## src/rtl/axi_packet_arb4_pkg.sv

```systemverilog
// Shared definitions for the four-input AXI-stream packet arbiter.
package axi_packet_arb4_pkg;

    localparam int NUM_PORTS = 4;

    typedef enum logic {
        ST_IDLE = 1'b0,
        ST_BUSY = 1'b1
    } state_t;

endpackage

```

## src/rtl/rr_pick4.sv

```systemverilog
// Combinational cyclic priority picker: the first requester after 'last'
// (wrapping around, 'last' itself searched last) wins a one-hot grant.
module rr_pick4
    import axi_packet_arb4_pkg::*;
(
    input  logic [NUM_PORTS-1:0] req,
    input  logic [1:0]           last,
    output logic [NUM_PORTS-1:0] gnt
);

    logic [1:0] idx;
    logic       found;

    always_comb begin
        gnt   = '0;
        found = 1'b0;
        idx   = last;
        for (int i = 1; i <= NUM_PORTS; i++) begin
            idx = last + 2'(i);
            if (!found && req[idx]) begin
                gnt[idx] = 1'b1;
                found    = 1'b1;
            end
        end
    end

endmodule

```

## src/rtl/axi_packet_arb4.sv

```systemverilog
// Four-input AXI-stream packet arbiter: round-robin between packets,
// ownership held until the tlast beat is accepted, one registered output stage.
module axi_packet_arb4
    import axi_packet_arb4_pkg::*;
#(
    parameter int         WIDTH       = 16,
    parameter logic [3:0] ACTIVE_MASK = 4'b1111
) (
    input  logic             clk,
    input  logic             reset,
    input  logic             clear,
    input  logic [WIDTH-1:0] i0_tdata,
    input  logic             i0_tlast,
    input  logic             i0_tvalid,
    output logic             i0_tready,
    input  logic [WIDTH-1:0] i1_tdata,
    input  logic             i1_tlast,
    input  logic             i1_tvalid,
    output logic             i1_tready,
    input  logic [WIDTH-1:0] i2_tdata,
    input  logic             i2_tlast,
    input  logic             i2_tvalid,
    output logic             i2_tready,
    input  logic [WIDTH-1:0] i3_tdata,
    input  logic             i3_tlast,
    input  logic             i3_tvalid,
    output logic             i3_tready,
    output logic [WIDTH-1:0] o_tdata,
    output logic             o_tlast,
    output logic             o_tvalid,
    input  logic             o_tready,
    output logic [3:0]       grant
);

    state_t             state, state_next;
    logic [3:0]         grant_next;
    logic [1:0]         last_grant, last_grant_next;
    logic [1:0]         grant_idx;
    logic [3:0]         valid_vec, ready_vec, pick;
    logic [WIDTH-1:0]   sel_data;
    logic               sel_last;
    logic               can_accept, accept;

    // Disabled inputs are invisible to the arbiter and never see tready.
    assign valid_vec = {i3_tvalid, i2_tvalid, i1_tvalid, i0_tvalid} & ACTIVE_MASK;

    rr_pick4 u_pick (
        .req  (valid_vec),
        .last (last_grant),
        .gnt  (pick)
    );

    assign can_accept = !o_tvalid || o_tready;
    assign ready_vec  = (state == ST_BUSY && can_accept) ? (grant & ACTIVE_MASK) : 4'b0000;
    assign accept     = |(ready_vec & valid_vec);

    assign i0_tready = ready_vec[0];
    assign i1_tready = ready_vec[1];
    assign i2_tready = ready_vec[2];
    assign i3_tready = ready_vec[3];

    always_comb begin
        sel_data  = '0;
        sel_last  = 1'b0;
        grant_idx = 2'd0;
        case (grant)
            4'b0001: begin grant_idx = 2'd0; sel_data = i0_tdata; sel_last = i0_tlast; end
            4'b0010: begin grant_idx = 2'd1; sel_data = i1_tdata; sel_last = i1_tlast; end
            4'b0100: begin grant_idx = 2'd2; sel_data = i2_tdata; sel_last = i2_tlast; end
            4'b1000: begin grant_idx = 2'd3; sel_data = i3_tdata; sel_last = i3_tlast; end
            default: ;
        endcase
    end

    always_comb begin
        state_next      = state;
        grant_next      = grant;
        last_grant_next = last_grant;
        case (state)
            ST_IDLE: begin
                grant_next = 4'b0000;
                if (|valid_vec) begin
                    grant_next = pick;
                    state_next = ST_BUSY;
                end
            end
            ST_BUSY: begin
                if (accept && sel_last) begin
                    state_next      = ST_IDLE;
                    grant_next      = 4'b0000;
                    last_grant_next = grant_idx;
                end
            end
            default: begin
                state_next = ST_IDLE;
                grant_next = 4'b0000;
            end
        endcase
    end

    // last_grant resets to 3 so that input 0 is the first served.
    always_ff @(posedge clk or posedge reset) begin
        if (reset) begin
            state      <= ST_IDLE;
            grant      <= 4'b0000;
            last_grant <= 2'd3;
        end else if (clear) begin
            state      <= ST_IDLE;
            grant      <= 4'b0000;
            last_grant <= 2'd3;
        end else begin
            state      <= state_next;
            grant      <= grant_next;
            last_grant <= last_grant_next;
        end
    end

    // Output stage reloads in the same cycle it drains, so packets stream at full rate.
    always_ff @(posedge clk or posedge reset) begin
        if (reset) begin
            o_tdata  <= '0;
            o_tlast  <= 1'b0;
            o_tvalid <= 1'b0;
        end else if (clear) begin
            o_tlast  <= 1'b0;
            o_tvalid <= 1'b0;
        end else if (accept) begin
            o_tdata  <= sel_data;
            o_tlast  <= sel_last;
            o_tvalid <= 1'b1;
        end else if (o_tready) begin
            o_tvalid <= 1'b0;
        end
    end

endmodule

```

## config.mk

```make
export PLATFORM = sky130hd
export DESIGN_NAME = axi_packet_arb4
export DESIGN_NICKNAME = d
export VERILOG_FILES = /design/src/rtl/axi_packet_arb4_pkg.sv /design/src/rtl/rr_pick4.sv /design/src/rtl/axi_packet_arb4.sv
export SDC_FILE = /design/constraint.sdc
export NUM_CORES = 1
export LEC_CHECK = 0
export ABC_CLOCK_PERIOD_IN_PS = 2650
export BUFFER_PORTS_ARGS = -buffer_cell sky130_fd_sc_hd__buf_4
export CAP_MARGIN = 0
export CORE_ASPECT_RATIO = 1.1
export CORE_UTILIZATION = 44
export DETAILED_ROUTE_END_ITERATION = 10
export PLACE_DENSITY = 0.79
export SETUP_SLACK_MARGIN = 0.2
export SLEW_MARGIN = 40
export SYNTH_ARGS = -nofsm -noshare
export SYNTH_HDL_FRONTEND = slang
export SYNTH_SLANG_ARGS = --single-unit
```

## constraint.sdc

```tcl
create_clock -name clk -period 2.65 [get_ports clk]
set_clock_uncertainty 0.1 [all_clocks]
set_input_delay 0.3975 -clock clk [delete_from_list [all_inputs] [get_ports clk]]
set_output_delay 0.3975 -clock clk [all_outputs]
set_load 0.05 [all_outputs]
```

==> results of run 1 <==
per-layer routing:
metal	share of wire	up-vias
met1	0.40	893
met4	0.012	0
li1	-	937
met2	0.53	84
met5	0	-
met3	0.059	5
worst paths after layout:
path / from / end / slack, ns / cells after the start
worst max-delay path: last_grant[0] / grant[1] / 0.28 / 7
max in group asynchronous: reset / last_grant[0] / 2.09 / 3
worst min-delay path: reset / o_tdata[0] / 0.07 / 3
worst max register to register: last_grant[0] / grant[1] / 0.28 / 7
worst min register to register: o_tlast / o_tlast / 0.44 / 2
min in group clk: clear / o_tlast / 0.27 / 2
timing repair:
item | in CTS | in global routing
endpoints found under the hold margin | 0 | 0
hold buffers | 0 | 0
buffers inserted | 0 | 8
setup endpoints to repair | 0 | 4
resized for setup | 0 | 1
final cells by class:
class,instances,area [µm²],area share
multi-input cells,145,1110,0.406
repair buffers,115,863,0.317
flip-flops and latches,25,628,0.231
well taps,52,65.1,0.0239
clock buffers,4,45.0,0.0165
inverters,3,15.0,0.00551
power by group through the flow:
stage,sequential (µW),clock (µW),combinational [µW]
6_report,711,226,1650
3_3_place_gp,711,0,1570
2_1_floorplan,1140,0,662
5_1_grt,740,248,1760
3_5_place_dp,721,0,1580
4_1_cts,717,233,1580
logic make-up (layout without fill, tap and decap cells):
kind of cell	Yosys count	in the layout	share of synthesized area
buffers and inverters	16	122	0.0435
muxes	7	7	0.0553
DFF	25	25	0.347
AOI/OAI and AO/OA	75	75	0.296
adders and majority gates	8	8	0.0553
and+or+nand+nor	55	55	0.202
registers in the layout, indices dropped and copies added, names as in the netlist:
signal,flops
grant,4
state,1
last_grant,2
o_tlast,1
o_tvalid,1
o_tdata,16
worst max-delay path, stage by stage (launching register included):
cell	delay [ns]
dfstp_2	0.63
inv_1	0.14
ha_1	0.38
mux2i_1	0.14
mux2_2	0.30
or3b_1	0.35
a21oi_1	0.15
a211o_1	0.11
Yosys cell counts (all sizes together):
| master | count | area, µm² |
|---|---|---|
| a22oi | 32 | 240 |
| dfrtp | 23 | 576 |
| nor2 | 21 | 78.8 |
| a31oi | 16 | 100 |
| a21oi | 11 | 55.1 |
| buf | 10 | 56.3 |
| ha | 8 | 100 |
| nand2 | 8 | 30.0 |
| a211o | 7 | 61.3 |
| nand3b | 5 | 37.5 |
| nor4b | 5 | 95.1 |
| or3b | 5 | 46.3 |
| and3 | 4 | 25.0 |
| mux2i | 4 | 40.0 |
| o21ai | 4 | 20.0 |
| clkbuf | 3 | 11.3 |
| inv | 3 | 11.3 |
| a22o | 2 | 17.5 |
| dfstp | 2 | 52.6 |
| mux4 | 2 | 48.8 |
| nand2b | 2 | 12.5 |
| nor3 | 2 | 10.0 |
| a2111oi | 1 | 27.5 |
| mux2 | 1 | 11.3 |
| nor3b | 1 | 12.5 |
| nor4bb | 1 | 10.0 |
| o211ai | 1 | 7.51 |
| o21a | 1 | 7.51 |
| or2 | 1 | 8.76 |
per-stage QoR:
stage | hold slack, ns | std cells | total power (µW)
floorplan | 0.323 | 186 | 1800
global placement | 0.373 | 332 | 2280
detailed placement | 0.376 | 332 | 2300
CTS | 0.0796 | 336 | 2530
global route | 0.106 | 344 | 2750
finish | 0.0710 | 344 | 2590
==> flow_summary_export.csv, run 1 <==
group,metric,value,unit
drt,routed_wl,5290,µm
clock_tree,insertion_delay,0.27,ns
critical_path,crit_type,"flop to flop",
drt,routedWlPerCell,15.4,µm
finish,nets,377,
power_and_ir_drop,ir_worst_vdd,0.000472,V
power_and_ir_drop,clock_power_share,0.087,
finish,final_common_cell,"buf_4",
synthesis,avgSynthCellArea,9.73,µm²
clock_tree,cts-buffers-inserted,3,
finish,antenna_cells,0,
clock_tree,clk_pin_slew,0.09,ns
die,num_rows,24,
synthesis,syn_inst,186,
finish,area_delta_synth_final,50.4,%
placement,port_buffers,101,
clock_tree,cts_tree,"done",
grt,grt_max_degree,33,
placement,place_congestion,0.958,
sta,max_freq,423,MHz
sta,fin_tns_setup,0,ns
job,drv_cap,0,
finish,final_area,2720,µm²
finish,fill_cells,339,
drt,routed-via-count,1919,
placement,dpl_cell_area,2610,µm²
die,core,3960,µm²
synthesis,ys_seq_area_frac,0.347,
die,boundaryPins,102,
clock_tree,cts_max_level,1,
synthesis,synth_area,1810,µm²
sta,maxSlewViolCount,0,
power_and_ir_drop,seqPwrFrac,0.275,
synthesis,ys_warn_count,0,
power_and_ir_drop,p_sw_frac,0.502,
drt,drt_pass1_iterations,4,
finish,drive_gt1_frac,0.452,
clock_tree,root_buffer,"clkbuf_8",
placement,hpwlAfterDp,4050,µm
clock_tree,clock-sinks,25,
power_and_ir_drop,intPower,1290,µW
power_and_ir_drop,p_switching,1300,µW
drt,drtIter0Drc,115,
clock_tree,clockBufferDepth,2,
critical_path,required,2.76,ns
sta,rsz0062_at_grt,"false",
die,start_util,0.457,
worst_hold_path,hold_class,"primary input to async pin",
power_and_ir_drop,powerDensity,951,nW/µm²
grt,use_met2,0.442,
critical_path,cp_max_fo,8,
critical_path,endpoint_kind,"flop",
critical_path,worstSetupStartpointType,"flop",
drt,vias_per_cell,5.58,
finish,fin_util,0.687,
drt,antenna_left,0,
sta,layout_setup_ws,0.283,ns
outcome,status,"finished, final reports clean",
grt,grt_util_all_layers,0.249,
sta,relSlewSlack,0.666,
synthesis,ys_ff_latch,25,
grt,antenna_found_initial,0,
die,die_h,69.3,µm
critical_path,cp.arrival,2.48,ns
grt,grt_pass1_wl,8570,µm
grt,grt_pass1_vias,1896,
finish,layout_common_cells,"buf_4 (115), a22oi_1 (32), dfrtp_1 (23)",
grt,met1_usage,0.308,
grt,met3_usage,0.0395,
power_and_ir_drop,p_leak,0.00125,µW
sta,finalHoldViolations,0,
drt,drcViolationCount,0,
placement,place_ws,0.261,ns
sta,period_minus_slack,2.37,ns
synthesis,syn-num-nets,270,
die,dieArea,4380,µm²
sta,tightest_slew,0.500,ns
sta,fin_crit_sh,0.893,
die,die_w,63.2,µm
grt,grt.overflow.total,0,
power_and_ir_drop,comb_power_share,0.638,
synthesis,synthDistinctLibCells,34,
grt,top_usage_layer,"met2",
sta,finalSetupViolations,0,
(Power assumes the default switching activity.)
==> inputs of run 2 (changes only) <==
--- a/config.mk
+++ b/config.mk
@@ -5,11 +5,12 @@
 export SDC_FILE = /design/constraint.sdc
 export NUM_CORES = 1
 export LEC_CHECK = 0
-export ABC_CLOCK_PERIOD_IN_PS = 2650
+export ABC_CLOCK_PERIOD_IN_PS = 2400
 export BUFFER_PORTS_ARGS = -buffer_cell sky130_fd_sc_hd__buf_4
 export CAP_MARGIN = 0
 export CORE_ASPECT_RATIO = 1.1
 export CORE_UTILIZATION = 44
+export CTS_BUF_LIST = sky130_fd_sc_hd__clkbuf_16
 export DETAILED_ROUTE_END_ITERATION = 10
 export PLACE_DENSITY = 0.79
 export SETUP_SLACK_MARGIN = 0.2
==> constraint.sdc (replaced) <==
create_clock -name clk -period 2.4 [get_ports clk]
set_clock_uncertainty 0.1 [all_clocks]
set_input_delay 0.36 -clock clk [delete_from_list [all_inputs] [get_ports clk]]
set_output_delay 0.36 -clock clk [all_outputs]
set_load 0.05 [all_outputs]
==> flow_summary_export.csv, run 2 (synthesis gave the netlist of run 1 again) <==
group,metric,value,unit
finish,reg.largest.list,"o_tdata: 16 flops, grant: 4 flops, last_grant: 2 flops",
placement,port_buffers,101,
sta,maxSlewViolCount,0,
critical_path,endpoint_kind,"flop",
drt,routed-via-count,2031,
placement,place_congestion,0.929,
grt,grt_pass1_vias,2038,
power_and_ir_drop,powerDensity,1100,nW/µm²
power_and_ir_drop,p_sw_frac,0.491,
sta,layout_setup_ws,0.273,ns
critical_path,worstRegToRegCells,7,
power_and_ir_drop,ir_worst_vdd,0.000660,V
die,boundaryPins,102,
critical_path,cp_max_fo,4,
clock_tree,clockBufferDepth,2,
finish,regMostFlops,"o_tdata",
drt,dr_wl_met2,2940,µm
finish,final_common_cell,"buf_4",
power_and_ir_drop,p_switching,1500,µW
critical_path,crit_type,"flop to flop",
grt,grt_pass1_wl,9670,µm
grt,antenna_found_initial,0,
placement,place_ws,0.125,ns
clock_tree,cts_max_level,1,
sta,tightest_slew,0.402,ns
die,die_w,63.2,µm
die,num_rows,24,
finish,fin_util,0.703,
sta,relSlewSlack,0.731,
die,core,3960,µm²
clock_tree,cts_tree,"done",
outcome,status,"finished, final reports clean",
drt,routedWlPerCell,17.0,µm
clock_tree,insertion_delay,0.26,ns
drt,drcViolationCount,0,
power_and_ir_drop,clock_power_share,0.122,
clock_tree,root_buffer,"clkbuf_16",
finish,fill_cells,323,
placement,dpl_cell_area,2660,µm²
clock_tree,clk_pin_slew,0.06,ns
drt,drt_pass1_iterations,4,
critical_path,cp.arrival,2.23,ns
sta,fin_tns_setup,0,ns
finish,layout_common_cells,"buf_4 (116), a22oi_1 (32), dfrtp_1 (23)",
power_and_ir_drop,comb_power_share,0.635,
drt,routed_wl,5870,µm
finish,nets,378,
finish,largest_reg_flops,16,
job,drv_cap,0,
clock_tree,cts_hold_buf,0,
drt,drtIter0Drc,90,
sta,fin_crit_sh,0.886,
placement,hpwlAfterDp,4360,µm
sta,rsz0062_at_grt,"false",
drt,antenna_left,0,
worst_hold_path,hold_class,"primary input to async pin",
finish,drive_gt1_frac,0.464,
clock_tree,cts-buffers-inserted,3,
drt,top_layer_used,"met4",
die,start_util,0.457,
sta,finalHoldViolations,0,
finish,final_area,2790,µm²
power_and_ir_drop,p_leak,0.00128,µW
grt,grt_util_all_layers,0.280,
power_and_ir_drop,intPower,1550,µW
drt,m1WireLength,2350,µm
drt,vias_per_cell,5.89,
die,dieArea,4380,µm²
critical_path,worstSetupStartpointType,"flop",
sta,period_minus_slack,2.13,ns
sta,max_freq,470,MHz
drt,wl_met3,378,µm
critical_path,required,2.50,ns
finish,area_delta_synth_final,54.0,%
grt,grt.overflow.total,0,
die,die_h,69.3,µm
clock_tree,clock-sinks,25,
sta,finalSetupViolations,0,
grt,grt_max_degree,33,
finish,antenna_cells,0,
power_and_ir_drop,seqPwrFrac,0.242,
-- run 2: area by class of cell --
cell class                      instances  area (µm²)  area share
Clock buffer                            3        75.1      0.0269
Clock inverter                          1        3.75     0.00135
Inverter                                3        15.0     0.00539
Multi-Input combinational cell        145        1130       0.405
Sequential cell                        25         628       0.225
Tap cell                               52        65.1      0.0233
Timing Repair Buffer                  116         871       0.312
-- run 2: per-layer routing --
metal  vias to the layer above  global-route usage
li1                        943                   -
met1                       962               0.337
met2                       103               0.467
met3                        23              0.0559
met4                         0               0.150
met5                         -                   0
-- run 2: final timing paths --
check                              start             to  slack (ns)
min in group clk                   clear       o_tvalid        0.25
hold reg to reg                  o_tlast        o_tlast        0.44
setup / recovery           last_grant[1]       grant[2]        0.27
setup reg to reg           last_grant[1]       grant[2]        0.27
max in group asynchronous          reset  last_grant[0]        1.86
hold / removal                     reset    o_tdata[14]        0.04
-- run 2: power groups by stage --
stage | sequential (µW) | combinational [µW] | clock (µW)
global route | 760 | 2050 | 391
detailed placement | 763 | 1840 | 0
global placement | 750 | 1820 | 0
CTS | 735 | 1910 | 378
finish | 739 | 1940 | 374
floorplan | 1260 | 746 | 0
-- run 2: critical path, cell delays in order (launching register included) --
cell        delay (ns)
dfstp_2           0.56
clkinvlp_4        0.11
ha_4              0.30
mux2i_1           0.08
mux2_4            0.29
or3b_1            0.39
a21oi_2           0.15
a211o_1           0.10
-- run 2: timing repair --
action | 4_1_cts | 5_1_grt
endpoints found under the setup margin | 4 | 3
resized for setup | 1 | 3
setup buffers | 4 | 0
pin swaps | 0 | 1
-- run 2: stage by stage --
stage / hold WS (ns) / total power, µW / instances
after floorplan: 0.286 / 2010 / 186
after global placement: 0.343 / 2570 / 337
after detailed placement: 0.340 / 2610 / 337
after CTS: 0.0626 / 3030 / 345
after global routing: 0.0813 / 3210 / 345
final: 0.0439 / 3050 / 345
==> inputs of run 3 (changes only) <==
--- a/config.mk
+++ b/config.mk
@@ -5,14 +5,14 @@
 export SDC_FILE = /design/constraint.sdc
 export NUM_CORES = 1
 export LEC_CHECK = 0
-export ABC_CLOCK_PERIOD_IN_PS = 2400
+export ABC_CLOCK_PERIOD_IN_PS = 1800
 export BUFFER_PORTS_ARGS = -buffer_cell sky130_fd_sc_hd__buf_4
 export CAP_MARGIN = 0
 export CORE_ASPECT_RATIO = 1.1
-export CORE_UTILIZATION = 44
+export CORE_UTILIZATION = 40
 export CTS_BUF_LIST = sky130_fd_sc_hd__clkbuf_16
 export DETAILED_ROUTE_END_ITERATION = 10
-export PLACE_DENSITY = 0.79
+export PLACE_DENSITY = 0.75
 export SETUP_SLACK_MARGIN = 0.2
 export SLEW_MARGIN = 40
 export SYNTH_ARGS = -nofsm -noshare
==> constraint.sdc (replaced) <==
create_clock -name clk -period 1.8 [get_ports clk]
set_clock_uncertainty 0.1 [all_clocks]
set_input_delay 0.27 -clock clk [delete_from_list [all_inputs] [get_ports clk]]
set_output_delay 0.27 -clock clk [all_outputs]
set_load 0.05 [all_outputs]
==> flow_summary_export.csv, run 3 (synthesis gave the netlist of run 1 again) <==
group,metric,value,unit
critical_path,r2r-end,"grant[1]",
grt,grt.overflow.total,0,
finish,final_area,3330,µm²
placement,place_congestion,0.942,
sta,relSlewSlack,0.770,
clock_tree,cts_tree,"done",
grt,use_met2,0.534,
finish,final_common_cell,"buf_4",
finish,multi_input_area,1320,µm²
critical_path,critical_path_buf_inv_count,1,
sta,period_minus_slack,2.10,ns
placement,dp.cells,361,
drt,routed-via-count,2226,
finish,fin_util,0.771,
placement,port_buffers,101,
grt,met1_usage,0.349,
power_and_ir_drop,intPower,2470,µW
grt,met3_usage,0.0519,
clock_tree,clockBufferDepth,2,
power_and_ir_drop,p_leak,0.00150,µW
power_and_ir_drop,clock_power_share,0.108,
grt,grt_max_degree,26,
finish,nets,410,
finish,largest_reg_flops,16,
sta,tightest_slew,0.345,ns
clock_tree,cts-buffers-inserted,3,
finish,final_cells,379,
finish,drive_gt1_frac,0.609,
power_and_ir_drop,p_sw_frac,0.478,
sta,finalHoldViolations,0,
finish,layout_common_cells,"buf_4 (133), a22oi_1 (32), dfrtp_1 (22)",
grt,grt_util_all_layers,0.301,
finish,antenna_cells,0,
drt,drcViolationCount,0,
outcome,status,"finished with violations",
drt,vias_per_cell,5.87,
sta,hold_slack,0.170,ns
power_and_ir_drop,total_power,4740,µW
clock_tree,clk_pin_slew,0.07,ns
finish,fill_cells,313,
placement,dpl_cell_area,2850,µm²
critical_path,cp_max_fo,4,
power_and_ir_drop,seqPwrFrac,0.224,
critical_path,worstRegToRegCells,7,
die,dieArea,4800,µm²
sta,layout_setup_ws,-0.302,ns
power_and_ir_drop,ir_worst_vdd,0.000844,V
drt,routedWlPerCell,18.6,µm
critical_path,crit_end,"grant[1]",
power_and_ir_drop,comb_power_share,0.668,
die,die_h,72.6,µm
critical_path,endpoint_kind,"flop",
sta,rsz0062_at_grt,"true",
critical_path,cp_slowest_cell,"dfstp_2",
finish,reg.largest.list,"o_tdata: 16 flops, grant: 4 flops, last_grant: 2 flops",
grt,grt_pass1_wl,10800,µm
drt,drtIter0Drc,102,
drt,antenna_left,0,
grt,antenna_found_initial,0,
sta,finalSetupViolations,22,
critical_path,path_cells,"inv_2, ha_4, mux2i_2, mux2_4, or3b_1, a21oi_2, a211o_1",
finish,regArea,629,µm²
grt,top_usage_layer,"met2",
critical_path,startpoint,"last_grant[0]",
critical_path,cpPeakStageDelay,0.55,ns
clock_tree,cts_max_level,1,
sta,max_freq,476,MHz
drt,drt_pass1_iterations,5,
critical_path,r2r_slack,-0.30,ns
worst_hold_path,hold_class,"primary input to flop",
die,start_util,0.419,
critical_path,crit_type,"flop to flop",
critical_path,required,1.90,ns
critical_path,cp_top_family,"flip-flops",
die,boundaryPins,102,
grt,grt_pass1_vias,2250,
die,core,4320,µm²
power_and_ir_drop,p_switching,2270,µW
clock_tree,clock-sinks,25,
placement,hpwlAfterDp,4380,µm
sta,maxSlewViolCount,0,
finish,area_delta_synth_final,83.8,%
critical_path,cp.depth,7,
job,drv_cap,0,
clock_tree,root_buffer,"clkbuf_16",
power_and_ir_drop,powerDensity,1420,nW/µm²
critical_path,crit-reg2reg-launch,"last_grant[0]",
critical_path,worstSetupStartpointType,"flop",
die,num_rows,25,
finish,regMostFlops,"o_tdata",
outcome,failed_checks,"setup timing",
critical_path,cp.arrival,2.20,ns
sta,fin_crit_sh,1.17,
drt,routed_wl,7070,µm
clock_tree,insertion_delay,0.26,ns
die,die_w,66.1,µm
==> run 3: changes by cell type in the layout (fill, tap and decap cells not counted), sizes merged <==
| cell | change |
|---|---|
| buf | +31 |
| clkinv | +1 |
| dlygate4sd3 | +1 |
| clkinvlp | -1 |
==> run 3: power groups by stage <==
stage | Combinational (µW) | Clock, µW | Sequential [µW]
finish | 3170 | 513 | 1060
CTS | 3060 | 509 | 1040
global placement | 2650 | 0 | 948
global route | 3340 | 539 | 1090
detailed placement | 2680 | 0 | 957
floorplan | 997 | 0 | 1680
==> run 3: final cells by class <==
| type | instances | share of cell area |
|---|---|---|
| repair buffers | 148 | 0.367 |
| clock buffers | 3 | 0.0226 |
| clock inverters | 1 | 0.00150 |
| multi-input cells | 145 | 0.396 |
| inverters | 3 | 0.00338 |
| flip-flops and latches | 25 | 0.189 |
| well taps | 54 | 0.0203 |
==> run 3: how the worst min path moves through the flow <==
stage,end,startpoint,depth (start not counted),slack (ns)
after floorplan,grant[0],reset,1,0.20
after global placement,o_tdata[12],reset,3,0.26
after global routing,o_tvalid,clear,2,0.17
final,o_tlast,clear,2,0.17
after CTS,o_tlast,clear,2,0.18
after detailed placement,o_tdata[13],reset,3,0.26
==> run 3: stage by stage <==
| stage | setup WS (ns) | TNS, ns |
|---|---|---|
| finish | -0.302 | -2.23 |
| global route | -0.352 | -3.59 |
| CTS | -0.289 | -1.25 |
| detailed placement | -0.259 | -0.973 |
| global placement | -0.214 | -0.846 |
| floorplan | -0.367 | -5.71 |
==> run 3: what timing repair did <==
item | 4_1_cts | 5_1_grt
endpoints found under the setup margin | 27 | 29
hold buffers | 1 | 0
resized for setup | 64 | 5
gates cloned | 3 | 0
endpoints found under the hold margin | 23 | 0
setup buffers | 8 | 2
pin swaps | 13 | 5
==> run 3: routing by layer <==
metal / up-vias / share of wire
met3: 37 / 0.058
met2: 130 / 0.52
met5: - / 0
li1: 1007 / -
met4: 0 / 0.044
met1: 1052 / 0.38
